--- src/rtl/rr_mux_sel_arbiter_if.sv ---
// Arbiter <-> requester/mux bundle for the 4-channel round-robin mux-select arbiter.
// gnt_valid qualifies sel/gnt; there is no ready: a grant ends when done, req[sel] drop or the hold limit releases it.
interface rr_mux_sel_arbiter_if;
    logic [3:0] req;
    logic       done;
    logic [1:0] sel;
    logic [3:0] gnt;
    logic       gnt_valid;

    modport master (
        input  req,
        input  done,
        output sel,
        output gnt,
        output gnt_valid
    );

    modport slave (
        output req,
        output done,
        input  sel,
        input  gnt,
        input  gnt_valid
    );
endinterface

--- src/rtl/rr_mux_sel_arbiter.sv ---
// Round-robin arbiter driving the 2-bit select of a downstream 4:1 mux.
// sel is stable for a whole grant and every release is followed by one idle cycle.
module rr_mux_sel_arbiter #(
    parameter int unsigned HOLD_MAX = 16
) (
    input  logic                  clk,
    input  logic                  rst_n,
    rr_mux_sel_arbiter_if.master  bus,
    output logic                  state_dbg,
    output logic [1:0]            ptr_dbg
);

    localparam int unsigned CNT_W = (HOLD_MAX == 0) ? 1 : $clog2(HOLD_MAX + 1);
    localparam logic [CNT_W-1:0] CNT_LAST = (HOLD_MAX == 0) ? '0 : CNT_W'(HOLD_MAX - 1);
    localparam logic [CNT_W-1:0] CNT_MAX  = '1;
    localparam logic             HOLD_ON  = (HOLD_MAX != 0);

    typedef enum logic {
        S_IDLE  = 1'b0,
        S_GRANT = 1'b1
    } state_t;

    state_t           state_q, state_d;
    logic [1:0]       sel_q, sel_d;
    logic [3:0]       gnt_q, gnt_d;
    logic [1:0]       ptr_q, ptr_d;
    logic [CNT_W-1:0] hold_cnt_q, hold_cnt_d;

    logic             pick_found;
    logic [1:0]       pick_idx;
    logic [1:0]       scan_idx;
    logic             release_now;

    // Scan from ptr upward with wrap; the descending loop lets the lowest offset win.
    always_comb begin
        pick_found = 1'b0;
        pick_idx   = ptr_q;
        scan_idx   = ptr_q;
        for (int k = 3; k >= 0; k--) begin
            scan_idx = ptr_q + 2'(k);
            if (bus.req[scan_idx]) begin
                pick_found = 1'b1;
                pick_idx   = scan_idx;
            end
        end
    end

    always_comb begin
        release_now = bus.done
                    | ~bus.req[sel_q]
                    | (HOLD_ON & (hold_cnt_q == CNT_LAST));
    end

    // State register
    always_ff @(posedge clk or negedge rst_n) begin
        if (!rst_n) begin
            state_q    <= S_IDLE;
            sel_q      <= 2'd0;
            gnt_q      <= 4'd0;
            ptr_q      <= 2'd0;
            hold_cnt_q <= '0;
        end else begin
            state_q    <= state_d;
            sel_q      <= sel_d;
            gnt_q      <= gnt_d;
            ptr_q      <= ptr_d;
            hold_cnt_q <= hold_cnt_d;
        end
    end

    // Next-state logic
    always_comb begin
        state_d    = state_q;
        sel_d      = sel_q;
        gnt_d      = gnt_q;
        ptr_d      = ptr_q;
        hold_cnt_d = hold_cnt_q;
        case (state_q)
            S_IDLE: begin
                gnt_d = 4'd0;
                if (pick_found) begin
                    state_d    = S_GRANT;
                    sel_d      = pick_idx;
                    gnt_d      = 4'b0001 << pick_idx;
                    hold_cnt_d = '0;
                end
            end
            S_GRANT: begin
                if (release_now) begin
                    // sel is left alone so the mux output does not move during the bubble.
                    state_d = S_IDLE;
                    gnt_d   = 4'd0;
                    ptr_d   = sel_q + 2'd1;
                end else if (hold_cnt_q != CNT_MAX) begin
                    hold_cnt_d = hold_cnt_q + 1'b1;
                end
            end
            default: begin
                state_d = S_IDLE;
                gnt_d   = 4'd0;
            end
        endcase
    end

    // Outputs come straight from registers
    always_comb begin
        bus.sel       = sel_q;
        bus.gnt       = gnt_q;
        bus.gnt_valid = |gnt_q;
        state_dbg     = state_q;
        ptr_dbg       = ptr_q;
    end

endmodule
--- src/flat_wrapper.sv ---
// flat-port wrapper written by rule: the top's interface ports become plain ports
module rr_mux_sel_arbiter_flat 
#(
    parameter int unsigned HOLD_MAX = 16
)
  (clk, rst_n, state_dbg, ptr_dbg, bus_req, bus_done, bus_sel, bus_gnt, bus_gnt_valid);
  rr_mux_sel_arbiter_if bus_i ();
  input  logic clk;
  input  logic rst_n;
  output logic state_dbg;
  output logic [1:0] ptr_dbg;
  input wire logic [$bits(bus_i.req)-1:0] bus_req;
  input wire logic [$bits(bus_i.done)-1:0] bus_done;
  output wire logic [$bits(bus_i.sel)-1:0] bus_sel;
  output wire logic [$bits(bus_i.gnt)-1:0] bus_gnt;
  output wire logic [$bits(bus_i.gnt_valid)-1:0] bus_gnt_valid;
  assign bus_i.req = bus_req;
  assign bus_i.done = bus_done;
  assign bus_sel = bus_i.sel;
  assign bus_gnt = bus_i.gnt;
  assign bus_gnt_valid = bus_i.gnt_valid;
  rr_mux_sel_arbiter #(.HOLD_MAX(HOLD_MAX)) u_core (.clk(clk), .rst_n(rst_n), .bus(bus_i), .state_dbg(state_dbg), .ptr_dbg(ptr_dbg));
endmodule
--- config.mk ---
export PLATFORM = sky130hd
export DESIGN_NAME = rr_mux_sel_arbiter_flat
export DESIGN_NICKNAME = d
export VERILOG_FILES = /design/src/rtl/rr_mux_sel_arbiter_if.sv /design/src/rtl/rr_mux_sel_arbiter.sv /design/src/flat_wrapper.sv
export SDC_FILE = /design/constraint.sdc
export NUM_CORES = 1
export LEC_CHECK = 0
export ABC_CLOCK_PERIOD_IN_PS = 2009
export CAP_MARGIN = 20
export CELL_PAD_IN_SITES_DETAIL_PLACEMENT = 0
export CELL_PAD_IN_SITES_GLOBAL_PLACEMENT = 1
export CORE_ASPECT_RATIO = 2
export CORE_MARGIN = 10
export CORE_UTILIZATION = 30
export CTS_CLUSTER_DIAMETER = 50
export DETAILED_ROUTE_END_ITERATION = 10
export PLACE_DENSITY_LB_ADDON = 0.08
export SKIP_LAST_GASP = 1
export SYNTH_ARGS = -nofsm -noshare
export SYNTH_HDL_FRONTEND = slang
export SYNTH_SLANG_ARGS = --single-unit
--- constraint.sdc ---
create_clock -name clk -period 2.01 [get_ports clk]
set_clock_uncertainty 0.2 [all_clocks]
set_input_delay 0.201 -clock clk [delete_from_list [all_inputs] [get_ports clk]]
set_output_delay 0.201 -clock clk [all_outputs]
set_load 0.005 [all_outputs]
==> metrics <==
Mean Syn Cell Area 10.3 µm²; IO buf count 16; Pwr per Cell Area 1280 nW/µm²; Seq/Total Area, Yosys 0.447; pre-CTS WS -0.0693 ns; Via density 5.04; CTS tree built; CP top delay family simple AND/OR/NAND/NOR gates; Filler Cells Inserted 266; CP max stage cell dfrtp_1; Initial Utilization 0.309; endpoints failing hold 0; fin. max-slew vios 0; synthesized area ~800 µm²; Final ANT Viol Nets 0; layout cells sized above 1 0.290; sw frac 0.349; num ports 17; Yosys reg bits 14; DRC viols 0; via count 680; DRT Pass-1 Iters 4; most frequent cells in the layout 15 x clkdlybuf4s50_1, 14 x dfrtp_1, 12 x buf_4, 6 x o21ai_0, 5 x nor2_1; CTS root buffer clkbuf_8; num rows 26; leak pwr around 0.53 nW; max-cap viol count 0; core area around 2500 µm²; HPWL after DPL 1740 µm; Fmax 0.514 GHz; crit-path max cell delay around 0.38 ns; nets@finish 119; final WL 2200 µm; critical path required time 1.93 ns; Worst-Skew Late Latency 0.25 ns; WL/cell 16.3 µm; Tot GR Track Use 0.0873; status finished clean; Rel. slew slack 0.562; Worst-Margin Slew 0.655 ns; Hold Crit Class primary input to asynchronous set/reset pin; H-tree Lvls 1; GP Congestion roughly 0.78; Inst Count DP 132; P_int 0.000967 W; Area after DPL 1070 µm²; Syn Nets 86; Mapped Cells 76; clock buffer depth 2; Syn-to-layout area delta 47.5%; CP Class flip-flop to flip-flop; Startpoint Class flip-flop; pin count of the biggest net entering global routing 15; Crit. End Element flip-flop; VDD IR-drop max roughly 0.53 mV; Clk pwr share 0.156; Yosys cell types 32; n_diodes 0; CP Data Arrival Time ~1.9 ns; Sw Pwr 0.000518 W; sequential fraction of design power 0.318; most common cell after layout, fill and taps aside clkdlybuf4s50_1; clock sink count 14; full die area 5180 µm²; Design Area, Final 1160 µm²; Max FO, Critical Path 3; Pwr Total 0.00148 W; fin crit period 1.94 ns; Clock transition at path regs 0.06 ns; setup ws final 0.0661 ns; fin util 0.456; initial antenna violation count 0; ratio of final minimum period to clock period 0.967; Synth warnings 0; final setup violation count 0; CP bufs+invs 1; first-pass GRT wire length 3620 µm; global route overflow 0; cell chain of the critical path ha_2, and3_4, ha_1, nor4b_4, buf_4, nand3_2, xor2_1, nor2_1; Logic pwr share 0.526; vias in the first global route roughly 770; DR iter-0 viols 18; non-filler cells in the finished layout 135; Num CTS Buffers 3; Die H 92.3 µm; Die Span X roughly 56 µm
what timing repair did:
action                                  CTS  global route
hold buffers                              0             0
pin swaps                                 1             3
resized for setup                         3             9
endpoints found under the setup margin    6             5
hold endpoints to repair                  0             0
setup buffers                             0             0
synthesized netlist by cell type:
cell type / number / share of area
nand2_2: 2 / 0.016
and2b_2: 1 / 0.011
and2b_1: 1 / 0.0096
or2_1: 1 / 0.0080
mux4_2: 1 / 0.029
or4_4: 1 / 0.014
or4_1: 1 / 0.0096
nor3_1: 1 / 0.0064
a21oi_1: 2 / 0.013
nand2_1: 5 / 0.024
and3_1: 2 / 0.016
a22o_1: 2 / 0.022
and3_4: 1 / 0.014
mux2i_1: 1 / 0.013
a21o_2: 1 / 0.011
nand3_1: 6 / 0.038
o21ai_0: 8 / 0.051
mux2_4: 1 / 0.019
o211a_1: 1 / 0.013
and3b_1: 1 / 0.011
a21oi_4: 1 / 0.021
a21o_1: 1 / 0.0096
o31ai_1: 1 / 0.0096
nor2b_1: 1 / 0.0080
nor2_1: 5 / 0.024
inv_1: 3 / 0.014
o211ai_1: 1 / 0.0096
xor2_1: 3 / 0.033
nor4b_1: 1 / 0.011
ha_1: 3 / 0.048
dfrtp_1: 14 / 0.45
nand2b_1: 2 / 0.016
flip-flops by register name, indices dropped and copies added, names as in the netlist:
name and flops:
u_core.bus.sel 2, u_core.ptr_dbg 2, u_core.hold_cnt_q 5, u_core.bus.gnt 4, u_core.state_dbg 1
power groups by stage:
stage / Sequential (W) / Clock, W / Combinational, W
3_5_place_dp: 0.000486 / 0 / 0.000786
3_3_place_gp: 0.000480 / 0 / 0.000786
5_1_grt: 0.000492 / 0.000242 / 0.000866
4_1_cts: 0.000480 / 0.000235 / 0.000782
2_1_floorplan: 0.000489 / 0 / 0.000341
6_report: 0.000473 / 0.000231 / 0.000781
metrics by stage:
step / hold WS [ns] / setup TNS [ns]
6_report: 0.157 / 0
3_5_place_dp: 0.307 / -0.355
5_1_grt: 0.216 / -0.0182
4_1_cts: 0.181 / 0
3_3_place_gp: 0.299 / -0.280
2_1_floorplan: -0.295 / 0
worst reg2reg max path, cell delays in order (launching register included):
cell and delay [ns]:
dfrtp_1 0.38, ha_2 0.19, and3_4 0.16, ha_1 0.21
nor4b_4 0.21, buf_4 0.17, nand3_2 0.08, xor2_1 0.16
nor2_1 0.05
path summary, 6_finish.rpt:
path                                      start              endpoint  slack [ns]  cells past startpoint
min in group clk              u_core.bus.gnt[1]     u_core.bus.gnt[1]        0.30                      2
max in group asynchronous                 rst_n  u_core.hold_cnt_q[2]        1.03                      1
hold / removal                            rst_n  u_core.hold_cnt_q[0]        0.16                      1
hold reg to reg               u_core.bus.gnt[1]     u_core.bus.gnt[1]        0.30                      2
setup reg to reg           u_core.hold_cnt_q[1]  u_core.hold_cnt_q[3]        0.07                      8
setup / recovery           u_core.hold_cnt_q[1]  u_core.hold_cnt_q[3]        0.07                      8
logic make-up (layout without fill, tap and decap cells):
family | Yosys count | count (layout) | synth area share
AOI/OAI and AO/OA | 18 | 18 | 0.160
and+or+nand+nor | 32 | 32 | 0.238
adders and majority gates | 3 | 3 | 0.0479
muxes | 3 | 3 | 0.0606
buffers and inverters | 3 | 34 | 0.0144
xor gates and xnor gates | 3 | 3 | 0.0335
DFF | 14 | 14 | 0.447
final cells by class:
type,instances,area (µm²),area share
inverters,3,11.3,0.00973
flip-flops and latches,14,350,0.303
well taps,28,35.0,0.0303
clock buffers,3,41.3,0.0357
multi-input cells,59,470,0.406
repair buffers,28,249,0.215
metal layers:
layer  global-route usage  wire length [µm]
met1               0.0839               853
met2                0.159              1200
met3               0.0178                69
met4               0.0605                72
met5                    0                 0
Power figures use the tool's default switching activity.
